[config.mk]
export PLATFORM = sky130hd
export DESIGN_NAME = vlc_ac_run_level_sched
export DESIGN_NICKNAME = d
export VERILOG_FILES = /design/src/rtl/vlc_pkg.sv /design/src/rtl/vlc_tag_delay.sv /design/src/rtl/vlc_ac_run_level_sched.sv
export SDC_FILE = /design/constraint.sdc
export NUM_CORES = 1
export LEC_CHECK = 0
export ABC_AREA = 1
export BUFFER_PORTS_ARGS = -buffer_cell sky130_fd_sc_hd__buf_2
export CAP_MARGIN = 10
export CORE_MARGIN = 2
export CORE_UTILIZATION = 55
export DETAILED_ROUTE_END_ITERATION = 12
export MAX_ROUTING_LAYER = met4
export PLACE_DENSITY_LB_ADDON = 0.08
export SLEW_MARGIN = 20
export SYNTH_ARGS = -nofsm -noshare
export SYNTH_HDL_FRONTEND = slang
export SYNTH_SLANG_ARGS = --single-unit
[constraint.sdc]
create_clock -name clk -period 3.58 [get_ports clk]
set_clock_uncertainty 0.05 [all_clocks]
set_input_delay 0.716 -clock clk [delete_from_list [all_inputs] [get_ports clk]]
set_output_delay 0.716 -clock clk [all_outputs]
set_load 0.01 [all_outputs]
[src/rtl/vlc_pkg.sv]
// Shared types and constants for the AC run/level sequencer.
package vlc_pkg;

  typedef enum logic [1:0] {
    SCAN       = 2'd0,
    EMIT_RUN   = 2'd1,
    EMIT_LEVEL = 2'd2
  } vlc_state_e;

  // Adaptation history at the start of every block.
  localparam int PREV_RUN_INIT = 4;
  localparam int PREV_LVL_INIT = 1;

  // Golomb parameter thresholds on the previous run/level.
  localparam int K_THR_LO = 1;
  localparam int K_THR_HI = 3;

  // Pipeline depth of the external exp-Golomb codeword unit.
  localparam int CW_LATENCY = 2;

  // Qualifiers that travel alongside a request through the codeword unit.
  typedef struct packed {
    logic valid;
    logic is_level;
    logic last;
    logic done;
  } vlc_tag_t;

  // Map a previous run or level magnitude onto the Golomb parameter k.
  function automatic logic [2:0] k_sel(input logic [31:0] prev);
    if (prev <= 32'(K_THR_LO))      return 3'd0;
    else if (prev <= 32'(K_THR_HI)) return 3'd1;
    else                            return 3'd2;
  endfunction

endpackage

[src/rtl/vlc_tag_delay.sv]
// Fixed-depth shift register re-timing request tags across the codeword unit.
module vlc_tag_delay
  import vlc_pkg::*;
#(
  parameter int DEPTH = CW_LATENCY
) (
  input  logic     clk,
  input  logic     reset_n,
  input  vlc_tag_t tag_in,
  output vlc_tag_t tag_out
);

  vlc_tag_t pipe_q [DEPTH];
  vlc_tag_t pipe_d [DEPTH];

  // Each stage takes the previous one; stage 0 takes the fresh tag.
  always_comb begin
    pipe_d[0] = tag_in;
    for (int i = 1; i < DEPTH; i++) begin
      pipe_d[i] = pipe_q[i-1];
    end
  end

  // Tag stages; reset drops every in-flight tag so nothing stale is flagged.
  always_ff @(posedge clk or negedge reset_n) begin
    if (!reset_n) begin
      for (int i = 0; i < DEPTH; i++) begin
        pipe_q[i] <= '0;
      end
    end else begin
      for (int i = 0; i < DEPTH; i++) begin
        pipe_q[i] <= pipe_d[i];
      end
    end
  end

  assign tag_out = pipe_q[DEPTH-1];

endmodule

[src/rtl/vlc_ac_run_level_sched.sv]
// AC run/level sequencer: scans one block of coefficients, emits run and
// level requests with adaptive k, and re-times qualifiers for the bit packer.
module vlc_ac_run_level_sched
  import vlc_pkg::*;
#(
  parameter int COEF_W  = 12,
  parameter int RUN_MAX = 63
) (
  input  logic                     clk,
  input  logic                     reset_n,
  input  logic                     coef_valid,
  output logic                     coef_ready,
  input  logic signed [COEF_W-1:0] coef_data,
  input  logic                     coef_last,
  output logic [31:0]              req_val,
  output logic [2:0]               req_k,
  output logic [1:0]               req_is_add_setbit,
  output logic                     req_is_ac_level,
  output logic                     req_is_ac_minus_n,
  output logic                     req_valid,
  output logic                     cw_valid,
  output logic                     cw_is_level,
  output logic                     cw_last,
  output logic                     blk_done
);

  localparam int RUN_W = $clog2(RUN_MAX + 1);
  // One extra bit so |most negative| is representable.
  localparam int ABS_W = COEF_W + 1;

  vlc_state_e       state_q, state_d;
  logic [RUN_W-1:0] run_cnt_q, run_cnt_d;
  logic [RUN_W-1:0] prev_run_q, prev_run_d;
  logic [ABS_W-1:0] prev_lvl_q, prev_lvl_d;
  logic             null_q, null_d;

  logic [ABS_W-1:0] abs_q, abs_d;
  logic             sign_q, sign_d;
  logic             last_q, last_d;

  logic signed [ABS_W-1:0] coef_ext;
  logic [ABS_W-1:0]        coef_abs;
  logic                    req_last;
  vlc_tag_t                tag_in, tag_out;

  // Magnitude and sign of the incoming coefficient, widened before negation.
  always_comb begin
    coef_ext = {coef_data[COEF_W-1], coef_data};
    coef_abs = coef_data[COEF_W-1] ? $unsigned(-coef_ext) : $unsigned(coef_ext);
  end

  // Next-state, adaptation history and request outputs.
  always_comb begin
    state_d           = state_q;
    run_cnt_d         = run_cnt_q;
    prev_run_d        = prev_run_q;
    prev_lvl_d        = prev_lvl_q;
    null_d            = 1'b0;
    abs_d             = abs_q;
    sign_d            = sign_q;
    last_d            = last_q;
    coef_ready        = 1'b0;
    req_valid         = 1'b0;
    req_val           = '0;
    req_k             = '0;
    req_is_add_setbit = 2'b00;
    req_is_ac_level   = 1'b0;
    req_is_ac_minus_n = 1'b0;
    req_last          = 1'b0;

    unique case (state_q)
      SCAN: begin
        coef_ready = 1'b1;
        if (coef_valid) begin
          if (coef_data == '0) begin
            if (coef_last) begin
              // Trailing zeros are dropped; a null tag still signals block end.
              run_cnt_d  = '0;
              prev_run_d = RUN_W'(PREV_RUN_INIT);
              prev_lvl_d = ABS_W'(PREV_LVL_INIT);
              null_d     = 1'b1;
            end else if (run_cnt_q != RUN_W'(RUN_MAX)) begin
              run_cnt_d = run_cnt_q + RUN_W'(1);
            end
          end else begin
            abs_d   = coef_abs;
            sign_d  = coef_data[COEF_W-1];
            last_d  = coef_last;
            state_d = EMIT_RUN;
          end
        end
      end

      EMIT_RUN: begin
        req_valid  = 1'b1;
        req_val    = 32'(run_cnt_q);
        req_k      = k_sel(32'(prev_run_q));
        prev_run_d = run_cnt_q;
        run_cnt_d  = '0;
        state_d    = EMIT_LEVEL;
      end

      EMIT_LEVEL: begin
        req_valid         = 1'b1;
        req_val           = 32'(abs_q - ABS_W'(1));
        req_k             = k_sel(32'(prev_lvl_q));
        req_is_ac_level   = 1'b1;
        req_is_ac_minus_n = sign_q;
        req_last          = last_q;
        prev_lvl_d        = abs_q;
        if (last_q) begin
          prev_run_d = RUN_W'(PREV_RUN_INIT);
          prev_lvl_d = ABS_W'(PREV_LVL_INIT);
        end
        state_d = SCAN;
      end

      default: state_d = SCAN;
    endcase
  end

  // Control state and adaptation history.
  always_ff @(posedge clk or negedge reset_n) begin
    if (!reset_n) begin
      state_q    <= SCAN;
      run_cnt_q  <= '0;
      prev_run_q <= RUN_W'(PREV_RUN_INIT);
      prev_lvl_q <= ABS_W'(PREV_LVL_INIT);
      null_q     <= 1'b0;
    end else begin
      state_q    <= state_d;
      run_cnt_q  <= run_cnt_d;
      prev_run_q <= prev_run_d;
      prev_lvl_q <= prev_lvl_d;
      null_q     <= null_d;
    end
  end

  // Latched coefficient payload; only read while a request is being issued.
  always_ff @(posedge clk) begin
    abs_q  <= abs_d;
    sign_q <= sign_d;
    last_q <= last_d;
  end

  // Tags enter alongside the request (or as a null tag) and exit with the codeword.
  always_comb begin
    tag_in.valid    = req_valid;
    tag_in.is_level = req_is_ac_level;
    tag_in.last     = req_last;
    tag_in.done     = req_last | null_q;
  end

  vlc_tag_delay #(
    .DEPTH (CW_LATENCY)
  ) u_tag_delay (
    .clk     (clk),
    .reset_n (reset_n),
    .tag_in  (tag_in),
    .tag_out (tag_out)
  );

  assign cw_valid    = tag_out.valid;
  assign cw_is_level = tag_out.is_level;
  assign cw_last     = tag_out.last;
  assign blk_done    = tag_out.done;

endmodule

-- After elaboration in Yosys (flattened, before gate mapping)
Index checks and enable logic that the tools add are counted.
- register bits after elaboration: 51
- bits in latches: 0
- memory bits (writable): 0
- ROM bits: 0
- input bits: 16
- output and inout bits: 45
- logic and storage cells: 80
- memories: 0
- add/sub/neg operators: 3
- multiply operators: 0
- divide/modulo/power cells: 0
- order comparisons: 4
- eq/ne operators: 9
- shift operators: 0
- mux-type cells: 34
- bitwise gates (word level): 2
- reductions and logical operators: 11
- operator list (kind ; count):
    $pmux W32 S2 ; 1
    $mux W13 ; 4
    $mux W6 ; 8
    $pmux W13 S2 ; 1
    $pmux W6 S3 ; 1
    $sub A13 B1 Y14 const B ; 1
    $le A13 B1 Y1 const B ; 1
    $le A13 B2 Y1 const B ; 1
    $neg A12 Y13 ; 1
    $logic_not A12 Y1 ; 1
    $mux W2 ; 6
    $pmux W6 S2 ; 1
    $mux W11 ; 1
    $ne A2 B2 Y1 const B ; 5
    $mux W1 ; 9
    $pmux W2 S2 ; 2
    $reduce_and A4 Y1 ; 2
    $add A6 B1 Y6 const B ; 1
    $le A6 B1 Y1 const B ; 1
    $le A6 B2 Y1 const B ; 1
    $ne A6 B6 Y1 const B ; 1
    $reduce_and A5 Y1 ; 1
    $reduce_bool A2 Y1 ; 2
    $ne A3 B3 Y1 const B ; 1
    other kinds (9) ; 9

-- Logic depth before layout (Yosys ltp)
- word-level depth: 6
- gate-level depth with buffers: 11
- depth with buffers taken out: 10

-- By module
Synthesis repeated with hierarchy kept, for this count alone.
- cells, all modules: 367
- area total of the unflattened synthesis: 2961.6 um^2
- modules (own cells, without submodules) (module ; instances ; cells an instance ; area an instance (um^2) ; sequential area each (um^2)):
    vlc_ac_run_level_sched ; 1 ; 359 ; 2761.4 ; 1102.3
    vlc_tag_delay ; 1 ; 8 ; 200.2 ; 200.2

-- Worst setup path before layout
Ideal clock, no wire load.
- kind: register -> output
- start point: register state_q[0]
- end point: output req_val[14]
- arrival: 2.735 ns
- required time: 2.814 ns
- slack: 0.079 ns
- stages on the path, launching flop included: 9
- path buffers: 2
- cells stage by stage: dfrtp_1 > inv_1 > ha_1 > buf_2 > nand2_1 > inv_1 > nand3_1 > nor3_1 > buf_4
- longest elaborated chain between the ends: 2
- elaborated cells on any way between the ends: 3
- classes of those cells: 2 x eq/ne; 1 x mux
- ends and longest elaborated chain (what ; line ; RTL):
    start: declaration ; vlc_ac_run_level_sched.sv:31 ; vlc_state_e state_q, state_d;
    start signal: assignment ; vlc_ac_run_level_sched.sv:131 ; state_q <= state_d;
    $eq A2 B2 Y1 / $eq A2 B1 Y1 (equally long branches) ; vlc_ac_run_level_sched.sv:71 ; unique case (state_q)
    $pmux W32 S2 * ; vlc_ac_run_level_sched.sv:71 ;
    end: declaration ; vlc_ac_run_level_sched.sv:15 ; output logic [31:0] req_val,
Mark *: on every way between the ends. The rest lies on a longest branch, timed or not.

-- Final worst setup path
- start point: register state_q[0]
- end point: output req_val[20]
The elaborated chain is that of the path after synthesis.

==> summary.txt <==
maximum clock insertion buffer count = 2
Detailed Route WL = 5565 um
mux share of post-synthesis cell area = 0%
antenna cells = 0
critical path class = flip-flop to output port
Slew Viols, Final = 0
Fin. Hold Viols = 0
vias per inst = 4.820
crit-path cells = inv_1 > ha_1 > nand2_1 > inv_1 > nand3_1 > nor3_1 > buf_4 > buf_2
clk sinks = 49
DRC Markers = 0
Achievable Freq = 0.3316 GHz
PortBufs = 57
crit path launch type = flip-flop
Die Wd = 76.59 um
area grow syn2layout = 10.19%
setup TNS = 0 ns
TritonCTS buffer count = 5
min cycle time layout = 3.015 ns
gate count of the mapped netlist = 367
Die Y = 76.59 um
sequential share of the synthesized area = 44.95%
area of the core = 0.005107 mm^2
Post-Route Utilization = 62.52%
Worst-Skew Late Latency = 0.30 ns
Compound-Gate Fraction of Synth Area = 5.829%
TritonRoute pass-1 iters = 4
Total GRT Usage = 20.58%
CP Capture Type = output port
largest net degree at the start of global routing = 35
Avg Inst Size Synth = 7.896 um^2
filler instances = 468
Min-Delay Path Class = flip-flop to flip-flop
Slowest Stage Delay on Critical Path = 0.40 ns
Max IR drop VDD = 0.3480 mV
largest family of logic cells by synthesized area = simple AND/OR/NAND/NOR gates
CP dominant cell by count = inv_1
post-CTS setup buffer count = 0
max_slew headroom = 49.69%
layout cells sized above 1 = 20.64%
pwr dens = 629.5 mW/mm^2
XOR/XNOR Fraction of Synth Area = 4.231%
FF+latch count, synth = 49
Max Cap Violations = 0
CTS clock-pin slew for the worst setup and hold paths = 0.09 ns
Ports = 61
DRT iter0 DRCs = 94
area of placed instances = 0.003084 mm^2
post-CTS sizing = 0
CTS root buf = clkbuf_8
commonest non-fill, non-tap cells in the layout = nand2_1 (89), buf_2 (57), nor2_1 (51)
Critical Path AT = 2.25 ns
H-Tree Level Count = 2
antenna-violating nets left = 0
Ys Warns = 0
count of cell types in the netlist = 31
initial antenna violation count = 0
CTS Hold Buffers Added = 0
simple-gate share of the synthesized area = 28.80%
RSZ-0062 raised after global routing = false
drt wl/cell = 11.67 um
period utilization = 84.23%
vias in the first global route = 2020
synthesized cell area = 0.002898 mm^2
Vias = 2299
RePlAce Congestion = 0.8938
fin area = 0.003193 mm^2
most common cell after layout, fill and taps aside = nand2_1
required time of the critical path = 2.81 ns
GRT overflow = 0
final setup vio count = 0
Starting Density = 56.74%
row count = 26
# nets final = 429
Post-Synth Adder-Cell Area = 3.022%
CTS tree = built
Leak = 0.001712 uW
status = complete, no violations
Die Area = 0.005865 mm^2
Post-DP HPWL = 4378 um
first-pass GRT wire length = 9232 um
Crit-path slowest cell = dfrtp_1
Slew @ Worst Pin = 0.7547 ns
crit path max fanout = 19
[per-layer routing]
metal | track usage [%] | vias up | routed length [um]
li1 | - | 1225 | -
met1 | 27.94 | 1015 | 2720
met2 | 31.77 | 49 | 2549
met3 | 3.199 | 10 | 216
met4 | 7.091 | 0 | 79
met5 | - | - | 0
[cell usage after synthesis]
master | instances | area share, %
nand2_1 | 89 | 12
nor2_1 | 51 | 6.6
inv_1 | 43 | 5.6
dfrtp_1 | 33 | 28
buf_4 | 22 | 5.7
nand4_1 | 16 | 3.5
edfxtp_1 | 15 | 16
nand3_1 | 15 | 2.6
xor2_1 | 11 | 3.3
o21ai_0 | 10 | 1.7
a21oi_1 | 7 | 1.2
ha_1 | 7 | 3.0
nor3_1 | 7 | 1.2
nand2_2 | 6 | 1.3
o21ai_1 | 5 | 0.86
clkbuf_1 | 4 | 0.52
o22ai_1 | 4 | 0.86
nor2_2 | 3 | 0.65
o21ai_2 | 3 | 0.91
xnor2_1 | 3 | 0.91
buf_2 | 2 | 0.35
buf_6 | 2 | 0.78
conb_1 | 1 | 0.13
dfstp_2 | 1 | 0.91
inv_2 | 1 | 0.13
nand2_4 | 1 | 0.39
nand3_2 | 1 | 0.35
nand3b_1 | 1 | 0.26
nor3b_1 | 1 | 0.26
o31ai_1 | 1 | 0.26
or2_2 | 1 | 0.22
[through the flow]
| stage | hold slack, ns | instances | power (uW) | setup WS (ns) |
|---|---|---|---|---|
| 2_1_floorplan | 0.2812 | 370 | 1461 | 0.07940 |
| 3_3_place_gp | 0.2815 | 469 | 1645 | 1.002 |
| 3_5_place_dp | 0.2886 | 469 | 1655 | 0.9097 |
| 4_1_cts | 0.3097 | 477 | 2023 | 0.5477 |
| 5_1_grt | 0.3134 | 477 | 2155 | 0.3698 |
| 6_report | 0.3087 | 477 | 2010 | 0.5647 |
[path summary, 6_finish.rpt]
path,from,to,slack (ns),depth (start not counted)
worst max-delay path,state_q[0],req_val[20],0.56,8
worst min-delay path,u_tag_delay.pipe_d[3],u_tag_delay.tag_out[3],0.31,0
worst max register to register,state_q[0],prev_lvl_q[12],1.49,7
worst min register to register,u_tag_delay.pipe_d[3],u_tag_delay.tag_out[3],0.31,0
max in group asynchronous,reset_n,u_tag_delay.pipe_d[3],2.59,1
min in group asynchronous,reset_n,prev_lvl_q[3],0.42,1
[report_power, final]
group / internal, uW / leakage, uW / switching (uW)
Clock: 181 / 0.0000569 / 183
Combinational: 255 / 0.00106 / 570
Sequential: 734 / 0.000599 / 86.6
[critical path, delay by kind of cell (launching register included)]
kind | cells | cell delay, ns
adders and majority gates | 1 | 0.39
DFF | 1 | 0.40
and+or+nand+nor | 3 | 0.48
buffers and inverters | 4 | 0.67
[final cells by class]
type	instances	area [um^2]	area share (%)
clock buffer	6	93.84	2.939
tap	70	87.58	2.743
inverter	44	165.2	5.172
clock inverter	2	15.01	0.4702
timing repair buffer	59	300.3	9.404
multi-input combinational	247	1229	38.48
sequential	49	1303	40.79
[flip-flops by register name, summed over array words and instances, names as in the netlist]
name and cells:
prev_lvl_q 12, abs_q 13, u_tag_delay.tag_out 4, run_cnt_q 6, u_tag_delay.pipe_d 4, prev_run_q 5
null_q 1, sign_q 1, state_q 2, last_q 1
[cells by family after synthesis]
family / after synthesis
buffers and inverters: 74
adders and majority gates: 7
xor gates and xnor gates: 14
and+or+nand+nor: 192
DFF: 49
other: 1
AOI/OAI and AO/OA: 30
No activity file was read; power rests on OpenSTA's default activity.
